**config.mk**
```make
export PLATFORM = sky130hd
export DESIGN_NAME = simplez_core_p_flat
export DESIGN_NICKNAME = d
export VERILOG_FILES = /design/src/rtl/simplez_mem_if.sv /design/src/rtl/simplez_core_p.sv /design/src/flat_wrapper.sv
export SDC_FILE = /design/constraint.sdc
export NUM_CORES = 1
export LEC_CHECK = 0
export CAP_MARGIN = 20
export CORE_ASPECT_RATIO = 0.9
export CORE_MARGIN = 2
export CORE_UTILIZATION = 50
export CTS_BUF_LIST = sky130_fd_sc_hd__clkbuf_16
export DETAILED_ROUTE_END_ITERATION = 10
export GPL_TIMING_DRIVEN = 1
export PLACE_DENSITY = 0.79
export SLEW_MARGIN = 10
export SYNTH_ARGS = -nofsm -noshare
export SYNTH_HDL_FRONTEND = slang
export SYNTH_SLANG_ARGS = --single-unit
```
**constraint.sdc**
```tcl
create_clock -name clk -period 3.7 [get_ports clk]
set_input_delay 0.37 -clock clk [delete_from_list [all_inputs] [get_ports clk]]
set_output_delay 0.37 -clock clk [all_outputs]
set_load 0.01 [all_outputs]
```
**src/rtl/simplez_mem_if.sv**
```systemverilog
// rtl/simplez_mem_if.sv - Simplez memory request/ready bus
// The core is the master; RAM/ROM or a bus fabric sits on the slave side.
interface simplez_mem_if #(
  parameter int AW = 9,
  parameter int DW = 12
);
  logic [AW-1:0] mem_addr;
  logic          mem_re;
  logic          mem_we;
  logic [DW-1:0] mem_wdata;
  logic [DW-1:0] mem_rdata;
  logic          mem_ready;

  modport master (
    output mem_addr, mem_re, mem_we, mem_wdata,
    input  mem_rdata, mem_ready
  );

  modport slave (
    input  mem_addr, mem_re, mem_we, mem_wdata,
    output mem_rdata, mem_ready
  );
endinterface

```
**src/rtl/simplez_core_p.sv**
```systemverilog
// rtl/simplez_core_p.sv - Simplez accumulator CPU core with req/ready memory bus
// Define SIMPLEZ_IO_EN to map ST to the all-ones address onto the io_out_o register.
module simplez_core_p #(
  parameter int AW         = 9,
  parameter int DW         = 12,
  parameter int WAIT_DELAY = 2400000,
  parameter int RESET_PC   = 0
) (
  input  logic          clk,
  input  logic          rstn,
  input  logic          run_i,
  simplez_mem_if.master mem,
  output logic [DW-1:0] acc_o,
  output logic          zflag_o,
  output logic [DW-1:0] io_out_o,
  output logic          busy_o,
  output logic          stop_o
);

`ifdef SIMPLEZ_IO_EN
  localparam bit IO_EN = 1'b1;
`else
  localparam bit IO_EN = 1'b0;
`endif

  localparam int CW = (WAIT_DELAY > 1) ? $clog2(WAIT_DELAY + 1) : 1;

  if (DW != AW + 3) begin : g_bad_width
    $error("simplez_core_p: DW must equal AW+3");
  end

  typedef enum logic [2:0] {
    S_INIT, S_FETCH, S_EXEC1, S_EXEC2, S_END, S_HALT
  } state_t;

  localparam logic [2:0] OP_ST  = 3'd0;
  localparam logic [2:0] OP_LD  = 3'd1;
  localparam logic [2:0] OP_ADD = 3'd2;
  localparam logic [2:0] OP_BR  = 3'd3;
  localparam logic [2:0] OP_BZ  = 3'd4;
  localparam logic [2:0] OP_CLR = 3'd5;
  localparam logic [2:0] OP_DEC = 3'd6;

  state_t        state_q;
  logic [AW-1:0] pc_q;
  logic [DW-1:0] ir_q;
  logic [DW-1:0] acc_q;
  logic          z_q;
  logic [DW-1:0] io_q;
  logic          stop_q;
  logic          re_q;
  logic          we_q;
  logic [AW-1:0] addr_q;
  logic [DW-1:0] opnd_q;
  logic [CW-1:0] wcnt_q;

  logic [2:0]    co, co_rd;
  logic [3:0]    coe;
  logic [AW-1:0] cd, cd_rd;
  logic          io_hit, io_hit_rd;
  logic [DW-1:0] acc_dec_d, acc_add_d;
  logic [AW-1:0] pc_inc_d;

  assign co        = ir_q[DW-1:DW-3];
  assign coe       = ir_q[DW-1:DW-4];
  assign cd        = ir_q[AW-1:0];
  assign co_rd     = mem.mem_rdata[DW-1:DW-3];
  assign cd_rd     = mem.mem_rdata[AW-1:0];
  assign io_hit    = IO_EN && (cd == {AW{1'b1}});
  assign io_hit_rd = IO_EN && (cd_rd == {AW{1'b1}});
  assign acc_dec_d = acc_q - DW'(1);
  assign acc_add_d = acc_q + opnd_q;
  assign pc_inc_d  = pc_q + AW'(1);

  // Requests for EXEC1 are raised on the FETCH->EXEC1 edge so re/we come straight from flops.
  always_ff @(posedge clk) begin
    if (!rstn) begin
      state_q <= S_INIT;
      pc_q    <= AW'(RESET_PC);
      ir_q    <= '0;
      acc_q   <= '0;
      z_q     <= 1'b0;
      io_q    <= '0;
      stop_q  <= 1'b0;
      re_q    <= 1'b0;
      we_q    <= 1'b0;
      addr_q  <= '0;
      opnd_q  <= '0;
      wcnt_q  <= '0;
    end else begin
      unique case (state_q)
        S_INIT: begin
          if (run_i) begin
            re_q    <= 1'b1;
            addr_q  <= pc_q;
            state_q <= S_FETCH;
          end
        end
        S_FETCH: begin
          if (mem.mem_ready) begin
            ir_q    <= mem.mem_rdata;
            re_q    <= 1'b0;
            wcnt_q  <= '0;
            state_q <= S_EXEC1;
            if (co_rd == OP_ST && !io_hit_rd) begin
              we_q   <= 1'b1;
              addr_q <= cd_rd;
            end else if (co_rd == OP_LD || co_rd == OP_ADD) begin
              re_q   <= 1'b1;
              addr_q <= cd_rd;
            end
          end
        end
        S_EXEC1: begin
          unique case (co)
            OP_ST: begin
              if (io_hit) begin
                io_q    <= acc_q;
                state_q <= S_END;
              end else if (mem.mem_ready) begin
                we_q    <= 1'b0;
                state_q <= S_END;
              end
            end
            OP_LD, OP_ADD: begin
              if (mem.mem_ready) begin
                opnd_q  <= mem.mem_rdata;
                re_q    <= 1'b0;
                state_q <= S_EXEC2;
              end
            end
            OP_BR: begin
              pc_q    <= cd;
              state_q <= S_INIT;
            end
            OP_BZ: begin
              if (z_q) begin
                pc_q    <= cd;
                state_q <= S_INIT;
              end else begin
                state_q <= S_END;
              end
            end
            OP_CLR: begin
              acc_q   <= '0;
              z_q     <= 1'b1;
              state_q <= S_END;
            end
            OP_DEC: begin
              acc_q   <= acc_dec_d;
              z_q     <= (acc_dec_d == '0);
              state_q <= S_END;
            end
            default: begin
              if (coe == 4'hE) begin
                stop_q  <= 1'b1;
                state_q <= S_HALT;
              end else if (coe == 4'hF) begin
                if (wcnt_q == CW'(WAIT_DELAY - 1)) begin
                  state_q <= S_END;
                end else begin
                  wcnt_q <= wcnt_q + CW'(1);
                end
              end else begin
                state_q <= S_END;
              end
            end
          endcase
        end
        S_EXEC2: begin
          if (co == OP_LD) begin
            acc_q <= opnd_q;
            z_q   <= (opnd_q == '0);
          end else begin
            acc_q <= acc_add_d;
            z_q   <= (acc_add_d == '0);
          end
          state_q <= S_END;
        end
        S_END: begin
          pc_q    <= pc_inc_d;
          state_q <= S_INIT;
        end
        S_HALT: begin
          state_q <= S_HALT;
        end
        default: begin
          state_q <= S_INIT;
        end
      endcase
    end
  end

  assign mem.mem_addr  = addr_q;
  assign mem.mem_re    = re_q;
  assign mem.mem_we    = we_q;
  assign mem.mem_wdata = acc_q;

  assign acc_o    = acc_q;
  assign zflag_o  = z_q;
  assign io_out_o = IO_EN ? io_q : '0;
  assign busy_o   = (state_q != S_INIT);
  assign stop_o   = stop_q;

endmodule
```
**src/flat_wrapper.sv**
```systemverilog
// flat-port wrapper written by rule: the top's interface ports become plain ports
module simplez_core_p_flat 
#(
  parameter int AW         = 9,
  parameter int DW         = 12,
  parameter int WAIT_DELAY = 2400000,
  parameter int RESET_PC   = 0
)
  (clk, rstn, run_i, acc_o, zflag_o, io_out_o, busy_o, stop_o, mem_mem_addr, mem_mem_re, mem_mem_we, mem_mem_wdata, mem_mem_rdata, mem_mem_ready);
  simplez_mem_if #(.AW(AW), .DW(DW)) mem_i ();
  input  logic clk;
  input  logic rstn;
  input  logic run_i;
  output logic [DW-1:0] acc_o;
  output logic zflag_o;
  output logic [DW-1:0] io_out_o;
  output logic busy_o;
  output logic stop_o;
  output wire logic [$bits(mem_i.mem_addr)-1:0] mem_mem_addr;
  output wire logic [$bits(mem_i.mem_re)-1:0] mem_mem_re;
  output wire logic [$bits(mem_i.mem_we)-1:0] mem_mem_we;
  output wire logic [$bits(mem_i.mem_wdata)-1:0] mem_mem_wdata;
  input wire logic [$bits(mem_i.mem_rdata)-1:0] mem_mem_rdata;
  input wire logic [$bits(mem_i.mem_ready)-1:0] mem_mem_ready;
  assign mem_mem_addr = mem_i.mem_addr;
  assign mem_mem_re = mem_i.mem_re;
  assign mem_mem_we = mem_i.mem_we;
  assign mem_mem_wdata = mem_i.mem_wdata;
  assign mem_i.mem_rdata = mem_mem_rdata;
  assign mem_i.mem_ready = mem_mem_ready;
  simplez_core_p #(.AW(AW), .DW(DW), .WAIT_DELAY(WAIT_DELAY), .RESET_PC(RESET_PC)) u_core (.clk(clk), .rstn(rstn), .run_i(run_i), .mem(mem_i), .acc_o(acc_o), .zflag_o(zflag_o), .io_out_o(io_out_o), .busy_o(busy_o), .stop_o(stop_o));
endmodule
```
**After elaboration in Yosys (flattened, before gate mapping)**

Cells that the tools add are included.

- Bitwise logic cells: 1
- Equality and inequality tests: 33
- Multiplexer cells: 41
- Reduce and logical (&&, ||, !) cells: 26
- Add/sub/neg operators: 4

Operator list:

| operator | count |
|---|---|
| two-way mux 22 bit | 5 |
| one-hot mux 9 bit (2 select lines) | 3 |
| one-hot mux 12 bit (2 select lines) | 2 |
| two-way mux 9 bit | 5 |
| one-hot mux 22 bit (2 select lines) | 1 |
| logical NOT 12 bit | 3 |
| one-hot mux 3 bit (5 select lines) | 2 |
| two-way mux 3 bit | 8 |
| adder 22 x 1 -> 22 bit, second input constant | 1 |
| == test 22 bit, second input constant | 1 |
| == test 3 x 2 -> 1 bit, second input constant | 5 |
| == test 3 bit, second input constant | 5 |
| AND reduction 5 bit | 3 |
| adder 12 bit | 1 |
| two-way mux 12 bit | 1 |
| != test 2 bit, second input constant | 6 |
| subtractor 12 x 1 -> 12 bit, second input constant | 1 |
| two-way mux 1 bit | 10 |
| adder 9 x 1 -> 9 bit, second input constant | 1 |
| == test 3 x 1 -> 1 bit, second input constant | 3 |
| logical NOT 3 bit | 3 |
| != test 3 x 1 -> 1 bit, second input constant | 3 |
| != test 9 x 8 -> 1 bit, second input constant | 1 |
| AND reduction 3 bit | 3 |
| other kinds (15) | 28 |

- Input bits: 16
- Output and inout port bits: 50
- Word-level logic and storage cells: 116
- Flip-flop bits (word level): 83

**Depth between registers and ports, before layout**

Gate-level depths: netlist of run 1.

- Depth in word-level cells: 6
- Depth in mapped cells: 9
- Gate-level depth less buffers: 9

**Least setup slack after synthesis of run 1**

No wires, ideal clock.

- Kind: register -> register
- From: reg u_core.acc_q[0] (netlist: u_core.acc_o[0])
- To: reg u_core.z_q (netlist: u_core.zflag_o)
- Library setup time: 0.058 ns
- Setup slack: 0.876 ns
- Path buffers: 0
- Period minus slack after synthesis: 2.824 ns
- Arrival time: 2.766 ns
- Data required time: 3.642 ns
- Cell stages (with the launch flop): 10
- Path through: dfxtp_1 > ha_1 > fa_1 > a211oi_2 > nor2_1 > xor2_1 > a2111o_1 > or4b_1 > nor4_1 > o21a_1

- Word-level cells in the longest chain between the ends: 4
- Elaborated cells on any way between the ends: 7
- Those cells by class: 2 x add/sub; 3 x mux; 2 x reduce/logical

Ends and longest elaborated chain:

| element | RTL line | RTL |
|---|---|---|
| start: declaration | simplez_core_p.sv:47 | `logic [DW-1:0] acc_q;` |
| start signal: assignment | simplez_core_p.sv:172 | `acc_q <= opnd_q;` |
| subtractor 12 x 1 -> 12 bit or adder 12 bit (tied branches) | simplez_core_p.sv:71, simplez_core_p.sv:72 |  |
| logical NOT 12 bit (on tied branches) | simplez_core_p.sv:151, simplez_core_p.sv:176 |  |
| one-hot mux 1 bit (2 select lines) or two-way mux 1 bit (tied branches) | simplez_core_p.sv:115, simplez_core_p.sv:171 |  |
| one-hot mux 1 bit (2 select lines) (*) | simplez_core_p.sv:91 | `unique case (state_q)` |
| end signal: assignment | simplez_core_p.sv:151 | `z_q <= (acc_dec_d == '0);` |
| end signal: assignment | simplez_core_p.sv:173 | `z_q <= (opnd_q == '0);` |
| end signal: assignment | simplez_core_p.sv:176 | `z_q <= (acc_add_d == '0);` |
| end: declaration | simplez_core_p.sv:48 | `logic z_q;` |

Mark *: on every way between the ends. The rest lies on a longest branch, timed or not.
A chain may end at the register's enable or synchronous reset.

**Final worst setup path of run 1**

Ends and elaborated chain as after synthesis.

==> results.toml, run 1 <==
[route]
vias = 4965
wirelength_mm = 13.4
viasPerCell = 5.86
final_antenna_net_count = 0
wire_per_inst_um = 15.8
detail_route.first_pass.iterations = 5
drc = 0
first_iter_violations = 357

[clocking]
cts_tree = "done"
clk_pin_slew_ns = 0.06
numCtsBuffers = 9
clock_insertion_delay_worst_skew_ns = 0.34
hold_buffers = 0
cts.sinks = 83
cts-root-buf = "clkbuf_16"
postCtsSetupRepairBufs = 0
cts_resized = 0
ctsLongestPathBuffers = 2
htree_num_levels = 3

[pwr]
ir_drop_v = 0.000253
pwr-share-comb_pct = 15.7
p_sw_w = 0.000615
pwr-share-seq_pct = 45.4
p_per_area_mw_per_mm2 = 365
swShare_pct = 29.1
power.leakage_nw = 2.02
p_clk_share_pct = 38.9
p_int_w = 0.00150
total_power_w = 0.00211

[synthesis]
synth_seq_area_share_pct = 33.2
synth_seq_cells = 83
synth_compound_area_share_pct = 20.2
syn_area_mm2 = 0.00501
ys.warnings.count = 0
async_reset_ff_share_pct = 0
synth_cell_types = 60
synth_top_family_by_area = "simple AND/OR/NAND/NOR gates"
synthFlopType = "dfxtp_1"
yosys.area_share.simple_pct = 29.1
synth_cells = 683
synth.area.mux_share_pct = 1.42
synth-edff-count = 0
synth_xor_area_share_pct = 5.07
synth_area_per_cell_um2 = 7.34
synth-adder-area-share_pct = 4.14

[sta]
finalSetupViolCount = 0
slew_headroom_pct = 47.6
skew_ns = 0.00490
fin_crit_ns = 3.07
hold_viol = 0
slew_viol_final = 0
holdWs_ns = 0.457
fmax_mhz = 326
tightest_slew_ns = 0.780
rsz0062_at_grt = "false"
finalSetupTns_ns = 0
fin_ws_ns = 0.629
finalCritPeriodShare_pct = 83.0

[setup_path]
cp-end-kind = "flip-flop"
cp_num_buf_inv = 0
r2r_cells = 9
cp_slowest_cell = "or4b_1"
slowest_delay_ns = 0.51
r2r-end = "u_core.zflag_o$_SDFFE_PN0P_"
crit_start = "u_core.acc_o[0]$_SDFFE_PN0P_"
path_class = "flip-flop to flip-flop"
required_ns = 3.99
cp_top_family = "simple AND/OR/NAND/NOR gates"
r2r-start = "u_core.acc_o[0]$_SDFFE_PN0P_"
cp_max_fo = 11
rrSetupSlack_ns = 0.63
cp.arrival_ns = 3.36
crit_chain = "ha_1 > fa_1 > a211oi_2 > nor2_1 > xor2_1 > a2111o_1 > or4b_1 > nor4_1 > o21a_1"
start_kind = "flip-flop"

[floorplan]
dieArea_mm2 = 0.0108
start_util_pct = 51.7
die_h_um = 99.0
io_pins = 66
core_mm2 = 0.00970
rows = 34
die_width_um = 110

[layout]
fill_cells = 883
area_growth_pct = 15.6
layout.nets = 748
instances_no_fill = 847
layout-drive-gt1-share_pct = 4.16
final_cell_mix = "nand2_1 (117), dfxtp_1 (83), nor2_1 (78), a21oi_1 (72), clkdlybuf4s50_1 (53)"
mostFrequentLayoutCell = "nand2_1"
num_antenna_cells = 0

[place]
place_ws_ns = 0.673
place_hpwl_mm = 9.85
port_buffers = 53
place_inst = 831
gp_congestion = 0.933

[worst_hold_path]
hp-start = "u_core.ir_q[0]$_SDFFE_PN0P_"
holdCritPathClass = "flip-flop to flip-flop"
hold_path_depth = 2
min_to = "u_core.ir_q[0]$_SDFFE_PN0P_"

[grt]
overflow = 0
grt_pass1_vias = 4521
grt_max_degree = 31
grt_first_pass_wirelength_mm = 22.2
grt_antenna_before_repair = 0
grt_usage_pct = 25.7

[run_status]
status = "complete, no violations"

[job]
maxCapViolations = 0
## worst reg2reg max path: cells and delay by family (launching register included)
family	cells	cell delay, ns
fa+ha+maj	2	0.73
xor+xnor	1	0.17
flops	1	0.43
compound gates	3	0.83
simple gates	3	0.88
## worst max path at each step
stage / endpoint / cells after the start / slack, ns
3_5_place_dp: u_core.zflag_o$_SDFFE_PN0P_ / 9 / 0.67
4_1_cts: u_core.zflag_o$_SDFFE_PN0P_ / 9 / 0.65
3_3_place_gp: u_core.zflag_o$_SDFFE_PN0P_ / 9 / 0.69
2_1_floorplan: u_core.zflag_o$_SDFFE_PN0P_ / 9 / 0.88
5_1_grt: u_core.zflag_o$_SDFFE_PN0P_ / 9 / 0.41
6_report: u_core.zflag_o$_SDFFE_PN0P_ / 9 / 0.63
## routing by layer
metal / track usage, % / routed length [um] / vias to the layer above / share of wire [%]
li1: - / - / 2451 / -
met1: 36.5 / 6210 / 2307 / 47
met2: 38.9 / 5920 / 189 / 44
met3: 5.62 / 1000 / 18 / 7.5
met4: 7.59 / 219 / 0 / 1.6
met5: 0 / 0 / - / 0
## sequential cells by signal (all words and copies together), names as in the netlist
| name | flops |
|---|---|
| u_core.ir_q | 12 |
| u_core.state_q | 3 |
| u_core.mem.mem_addr | 9 |
| u_core.wcnt_q | 22 |
| u_core.mem.mem_re | 1 |
| u_core.acc_o | 12 |
| u_core.pc_q | 9 |
| u_core.opnd_q | 12 |
| u_core.zflag_o | 1 |
| u_core.mem.mem_we | 1 |
| u_core.stop_o | 1 |
## Yosys cell counts (6+ instances only)
| master | n | area, um2 |
|---|---|---|
| clkbuf_1 | 25 | 93.8 |
| xnor2_1 | 21 | 184 |
| mux2i_1 | 6 | 60.1 |
| nand2_1 | 117 | 439 |
| nand3_1 | 24 | 120 |
| a21oi_1 | 72 | 360 |
| xor2_1 | 8 | 70.1 |
| dfxtp_1 | 83 | 1660 |
| inv_1 | 15 | 56.3 |
| buf_4 | 24 | 180 |
| nor2_1 | 78 | 293 |
| nor3b_1 | 7 | 52.6 |
| and3_1 | 8 | 50.1 |
| o21ai_0 | 38 | 190 |
| nor2b_1 | 6 | 37.5 |
| nand4_1 | 9 | 56.3 |
| nor4_1 | 14 | 87.6 |
| nand2b_1 | 7 | 43.8 |
| ha_1 | 15 | 188 |
| nor3_1 | 19 | 95.1 |
## power groups by stage
| stage | clock network [W] | registers (W) | logic [W] |
|---|---|---|---|
| 3_5_place_dp | 0 | 0.000979 | 0.000328 |
| 6_report | 0.000822 | 0.000961 | 0.000332 |
| 5_1_grt | 0.000882 | 0.000965 | 0.000368 |
| 3_3_place_gp | 0 | 0.000979 | 0.000325 |
| 4_1_cts | 0.000838 | 0.000960 | 0.000330 |
| 2_1_floorplan | 0 | 0.000966 | 0.000226 |
## logic make-up after synthesis
family                     count (synthesis)
buffers and inverters                     67
other                                      1
adders and majority gates                 16
and+or+nand+nor                          313
xor gates and xnor gates                  29
AOI/OAI and AO/OA                        167
DFF                                       83
muxes                                      7
## cell type report
class / instances / area (um2) / share of cell area, %
Multi-Input combinational cell: 544 / 3050 / 52.6
Clock buffer: 9 / 225 / 3.89
Inverter: 16 / 60.1 / 1.04
Tap cell: 126 / 158 / 2.72
Sequential cell: 83 / 1660 / 28.7
Timing Repair Buffer: 62 / 598 / 10.3
Clock inverter: 7 / 43.8 / 0.756
## per-stage QoR
stage          util [%]  instance area [um2]
2_1_floorplan         -                 5050
3_3_place_gp       57.0                 5520
3_5_place_dp       57.0                 5520
4_1_cts            59.7                 5790
5_1_grt            59.7                 5790
6_report           59.7                 5790
No activity file was read; power rests on OpenSTA's default activity.
==> run 2: changes to the inputs <==
PLACE_DENSITY = 0.82   (was 0.79)
clock period = 2.52 ns   (was 3.7 ns; I/O delays follow)
==> run 2 against run 1 <==
Sequential share of layout area down 1.7 points. Critical path depth did not move. Combinational power increased by 65%. Clock skew about the same. Highest routed layer unchanged. The run now ends with setup timing left.
==> results.toml, run 2 (same netlist as run 1, synthesis figures left out) <==
[place]
gp_congestion = 0.987
place_hpwl_mm = 11.0
port_buffers = 53
dpl_cell_area_mm2 = 0.00582

[clocking]
numCtsBuffers = 9
cts-root-buf = "clkbuf_16"
htree_num_levels = 3
clk_pin_slew_ns = 0.07
ctsLongestPathBuffers = 2
cts.sinks = 83
hold_buffers = 0
clock_insertion_delay_worst_skew_ns = 0.35
cts_tree = "done"

[grt]
overflow = 0
grt_antenna_before_repair = 0
grt_usage_pct = 28.5
grt_pass1_vias = 5158
grt_first_pass_wirelength_mm = 24.8
grt_max_degree = 33

[worst_hold_path]
min_to = "u_core.ir_q[3]$_SDFFE_PN0P_"
hp-start = "u_core.ir_q[3]$_SDFFE_PN0P_"
hold_path_depth = 2
holdCritPathClass = "flip-flop to flip-flop"

[floorplan]
die_width_um = 110
core_mm2 = 0.00970
start_util_pct = 51.7
io_pins = 66
rows = 34
dieArea_mm2 = 0.0108
die_h_um = 99.0

[route]
drc = 0
viasPerCell = 6.11
vias = 5389
final_antenna_net_count = 0
wire_per_inst_um = 17.2
detail_route.first_pass.iterations = 5
first_iter_violations = 513
wirelength_mm = 15.2

[setup_path]
start_kind = "flip-flop"
cp_max_fo = 3
path_class = "flip-flop to flip-flop"
r2r-start = "u_core.acc_o[0]$_SDFFE_PN0P_"
required_ns = 2.81
cp.arrival_ns = 2.84
r2r_cells = 9
cp-end-kind = "flip-flop"
rrSetupSlack_ns = -0.03
r2r-end = "u_core.zflag_o$_SDFFE_PN0P_"

[layout]
regArea_mm2 = 0.00167
multi_input_area_mm2 = 0.00310
final_cell_mix = "nand2_1 (117), dfxtp_1 (80), nor2_1 (78), a21oi_1 (70), clkdlybuf4s50_1 (53)"
mostFrequentLayoutCell = "nand2_1"
num_antenna_cells = 0
fin_area_mm2 = 0.00617
largest_reg_flops = 22
regMostFlops = "u_core.wcnt_q"
layout.nets = 783
area_growth_pct = 23.1
layout-drive-gt1-share_pct = 10.4
fill_cells = 820

[sta]
hold_viol = 0
finalSetupViolCount = 1
slew_headroom_pct = 59.1
skew_ns = 0.00501
fmax_mhz = 393
tightest_slew_ns = 0.611
holdWs_ns = 0.458
fin_crit_ns = 2.55
finalCritPeriodShare_pct = 101
rsz0062_at_grt = "true"
fin_ws_ns = -0.0255
slew_viol_final = 0

[pwr]
ir_drop_v = 0.000453
p_per_area_mw_per_mm2 = 529
power.leakage_nw = 2.22
total_power_w = 0.00326

[run_status]
status = "finished, violations left"
violations = "setup timing"

[job]
maxCapViolations = 0
## run 2: cell types whose count changed in the layout (fill, tap and decap cells not counted), moves of 2 or more
cell        delta
inv_6          +2
a21oi_1        -2
ha_1           -2
buf_12         +2
dfxtp_1        -3
buf_4         +33
dfxtp_2        +2
a21oi_2        +2
clkinvlp_4     -2
## run 2: worst max-delay path by stage
stage / from / endpoint / slack [ns] / depth (start not counted)
2_1_floorplan: u_core.acc_o[0]$_SDFFE_PN0P_ / u_core.zflag_o$_SDFFE_PN0P_ / -0.007 / 9
3_3_place_gp: u_core.acc_o[0]$_SDFFE_PN0P_ / u_core.zflag_o$_SDFFE_PN0P_ / -0.05 / 9
3_5_place_dp: u_core.opnd_q[0]$_SDFFE_PN0P_ / u_core.zflag_o$_SDFFE_PN0P_ / -0.08 / 9
4_1_cts: u_core.acc_o[0]$_SDFFE_PN0P_ / u_core.zflag_o$_SDFFE_PN0P_ / -0.09 / 9
5_1_grt: u_core.acc_o[0]$_SDFFE_PN0P_ / u_core.zflag_o$_SDFFE_PN0P_ / -0.14 / 9
6_report: u_core.acc_o[0]$_SDFFE_PN0P_ / u_core.zflag_o$_SDFFE_PN0P_ / -0.03 / 9
## run 2: final cells by class
| cell class | count | area share (%) |
|---|---|---|
| Sequential cell | 83 | 27.0 |
| Tap cell | 126 | 2.55 |
| Clock inverter | 7 | 1.14 |
| Inverter | 16 | 0.973 |
| Timing Repair Buffer | 97 | 14.4 |
| Multi-Input combinational cell | 544 | 50.3 |
| Clock buffer | 9 | 3.65 |
## run 2: critical path, stage by stage, from the launching register on
cell and delay (ns):
dfxtp_4 0.35, ha_4 0.16, fa_2 0.40, a211oi_2 0.23, nor2_1 0.07, xor2_1 0.16, a2111o_1 0.30, or4b_4 0.56
nor4_4 0.14, o21a_1 0.13
## run 2: what timing repair did
| action | CTS | global route |
|---|---|---|
| setup endpoints to repair | 1 | 5 |
| gates resized for setup | 1 | 8 |
| gates cloned | 0 | 0 |
| setup buffers | 0 | 1 |
| pin swaps | 0 | 2 |
## run 2: metal layers
metal	wire, um	vias up	track usage, %	part of all wire, %
li1	-	2531	-	-
met2	6970	295	45.2	46
met5	0	-	0	0
met3	1320	36	5.82	8.7
met4	303	0	10.4	2.0
met1	6570	2527	38.3	43
## run 2: per-stage QoR
stage          utilization (%)  worst slack [ns]   TNS, ns  std cells
4_1_cts                   63.1           -0.0891   -0.0891        881
3_3_place_gp              60.0           -0.0514   -0.0514        865
6_report                  63.6           -0.0255   -0.0255        882
5_1_grt                   63.6            -0.136    -0.136        882
3_5_place_dp              60.0           -0.0779   -0.0779        865
2_1_floorplan                -          -0.00715  -0.00715        694
## run 2: power by group
part           switching, W  total [W]  leakage (nW)  internal, W
combinational      0.000333   0.000547          1.41     0.000214
sequential        0.0000524    0.00141         0.672      0.00136
clock              0.000611    0.00131         0.142     0.000696
==> run 3: changes to the inputs <==
CORE_MARGIN = 1.5   (was 2)
==> run 3 against run 2 <==
Sequential power barely moved. The run still ends with setup timing left. Global-route usage fell by 0.26 points. Combinational power down 2%. Highest routed layer unchanged.
==> results.toml, run 3 (same netlist as run 1, synthesis figures left out) <==
[layout]
layout.nets = 778
regArea_mm2 = 0.00167
multi_input_area_mm2 = 0.00308
num_antenna_cells = 0
largest_reg_flops = 22
instances_no_fill = 877
fin_area_mm2 = 0.00618
fill_cells = 842
final_cell_mix = "nand2_1 (117), dfxtp_1 (81), nor2_1 (78), a21oi_1 (71), clkdlybuf4s50_1 (53)"
regMostFlops = "u_core.wcnt_q"
layout-drive-gt1-share_pct = 9.45
area_growth_pct = 23.4
mostFrequentLayoutCell = "nand2_1"

[route]
wirelength_mm = 14.4
first_iter_violations = 398
detail_route.first_pass.iterations = 5
wire_per_inst_um = 16.4
drc = 0
viasPerCell = 5.91
vias = 5187
final_antenna_net_count = 0

[setup_path]
r2r_cells = 9
r2r-start = "u_core.acc_o[0]$_SDFFE_PN0P_"
cp-end-kind = "flip-flop"
start_kind = "flip-flop"
path_class = "flip-flop to flip-flop"
cp.arrival_ns = 2.89
crit_start = "u_core.acc_o[0]$_SDFFE_PN0P_"
required_ns = 2.81
cp_max_fo = 3

[pwr]
pwr-share-comb_pct = 15.2
swShare_pct = 26.5
pwr-share-seq_pct = 39.6
p_per_area_mw_per_mm2 = 573
p_clk_share_pct = 45.3
p_int_w = 0.00260
p_sw_w = 0.000940
ir_drop_v = 0.000541
power.leakage_nw = 2.23

[run_status]
status = "finished, violations left"
violations = "setup timing"

[sta]
fmax_mhz = 385
tightest_slew_ns = 0.578
rsz0062_at_grt = "true"
fin_crit_ns = 2.60
fin_ws_ns = -0.0792
finalSetupViolCount = 1
hold_viol = 0
slew_viol_final = 0
slew_headroom_pct = 61.4
finalCritPeriodShare_pct = 103
skew_ns = 0.00989
holdWs_ns = 0.459

[clocking]
hold_buffers = 0
clk_pin_slew_ns = 0.07
ctsLongestPathBuffers = 2
htree_num_levels = 3
numCtsBuffers = 9
cts-root-buf = "clkbuf_16"
cts.sinks = 83
postCtsSetupRepairBufs = 0
cts_tree = "done"
clock_insertion_delay_worst_skew_ns = 0.34

[grt]
grt_max_degree = 35
grt_first_pass_wirelength_mm = 24.2
grt_antenna_before_repair = 0
overflow = 0
grt_pass1_vias = 5019
grt_usage_pct = 28.3

[floorplan]
rows = 34
core_mm2 = 0.00970
dieArea_mm2 = 0.0106
io_pins = 66
die_width_um = 109
start_util_pct = 51.7
die_h_um = 98.0

[place]
place_ws_ns = -0.0867
place_inst = 861
dpl_cell_area_mm2 = 0.00579
gp_congestion = 0.990
port_buffers = 53
place_hpwl_mm = 10.6

[worst_hold_path]
hp-start = "u_core.ir_q[5]$_SDFFE_PN0P_"
hold_path_depth = 2
holdCritPathClass = "flip-flop to flip-flop"

[job]
maxCapViolations = 0
==> run 3: worst paths after layout <==
check	endpoint	slack [ns]
worst min register to register	u_core.ir_q[5]$_SDFFE_PN0P_	0.46
worst min-delay path	u_core.ir_q[5]$_SDFFE_PN0P_	0.46
worst max register to register	u_core.zflag_o$_SDFFE_PN0P_	-0.08
worst max-delay path	u_core.zflag_o$_SDFFE_PN0P_	-0.08
==> run 3: critical path, cell delays in order (launching register included) <==
cell and delay (ns):
dfxtp_4 0.36, ha_4 0.16, fa_2 0.40, a211oi_2 0.22, nor2_1 0.08, xor2_1 0.16, a2111o_1 0.31, or4b_4 0.56
nor4_2 0.16, o21a_1 0.14
==> run 3: timing repair <==
item                       4_1_cts  5_1_grt
setup endpoints to repair        1        4
cloned                           0        0
gates resized for setup          2        3
pin swaps                        1        0
==> run 3: through the flow <==
stage	TNS [ns]	power [W]	util, %
after global routing	-0.116	0.00368	63.8
final	-0.0792	0.00355	63.8
after global placement	-0.0455	0.00194	59.7
after detailed placement	-0.0867	0.00195	59.7
after CTS	-0.0251	0.00355	63.6
after floorplan	-0.00715	0.00175	-
==> run 3: final cells by class <==
type / instances / share of cell area [%]
clock buffer: 10 / 4.05
timing repair buffer: 92 / 13.7
sequential: 83 / 27.0
inverter: 16 / 0.971
clock inverter: 6 / 1.88
tap: 126 / 2.55
multi-input combinational: 544 / 49.9
==> run 3: power groups by stage <==
stage,sequential [W],combinational [W],clock [W]
global route,0.00141,0.000593,0.00168
detailed placement,0.00143,0.000521,0
floorplan,0.00142,0.000333,0
finish,0.00140,0.000538,0.00160
global placement,0.00143,0.000516,0
CTS,0.00140,0.000529,0.00162
==> run 3: routing by layer <==
metal / track usage [%] / share of wire [%] / up-vias
met5: 0 / 0 / -
met4: 6.98 / 1.8 / 0
met3: 6.68 / 6.6 / 29
met2: 44.1 / 46 / 229
met1: 39.2 / 45 / 2415
li1: - / - / 2514
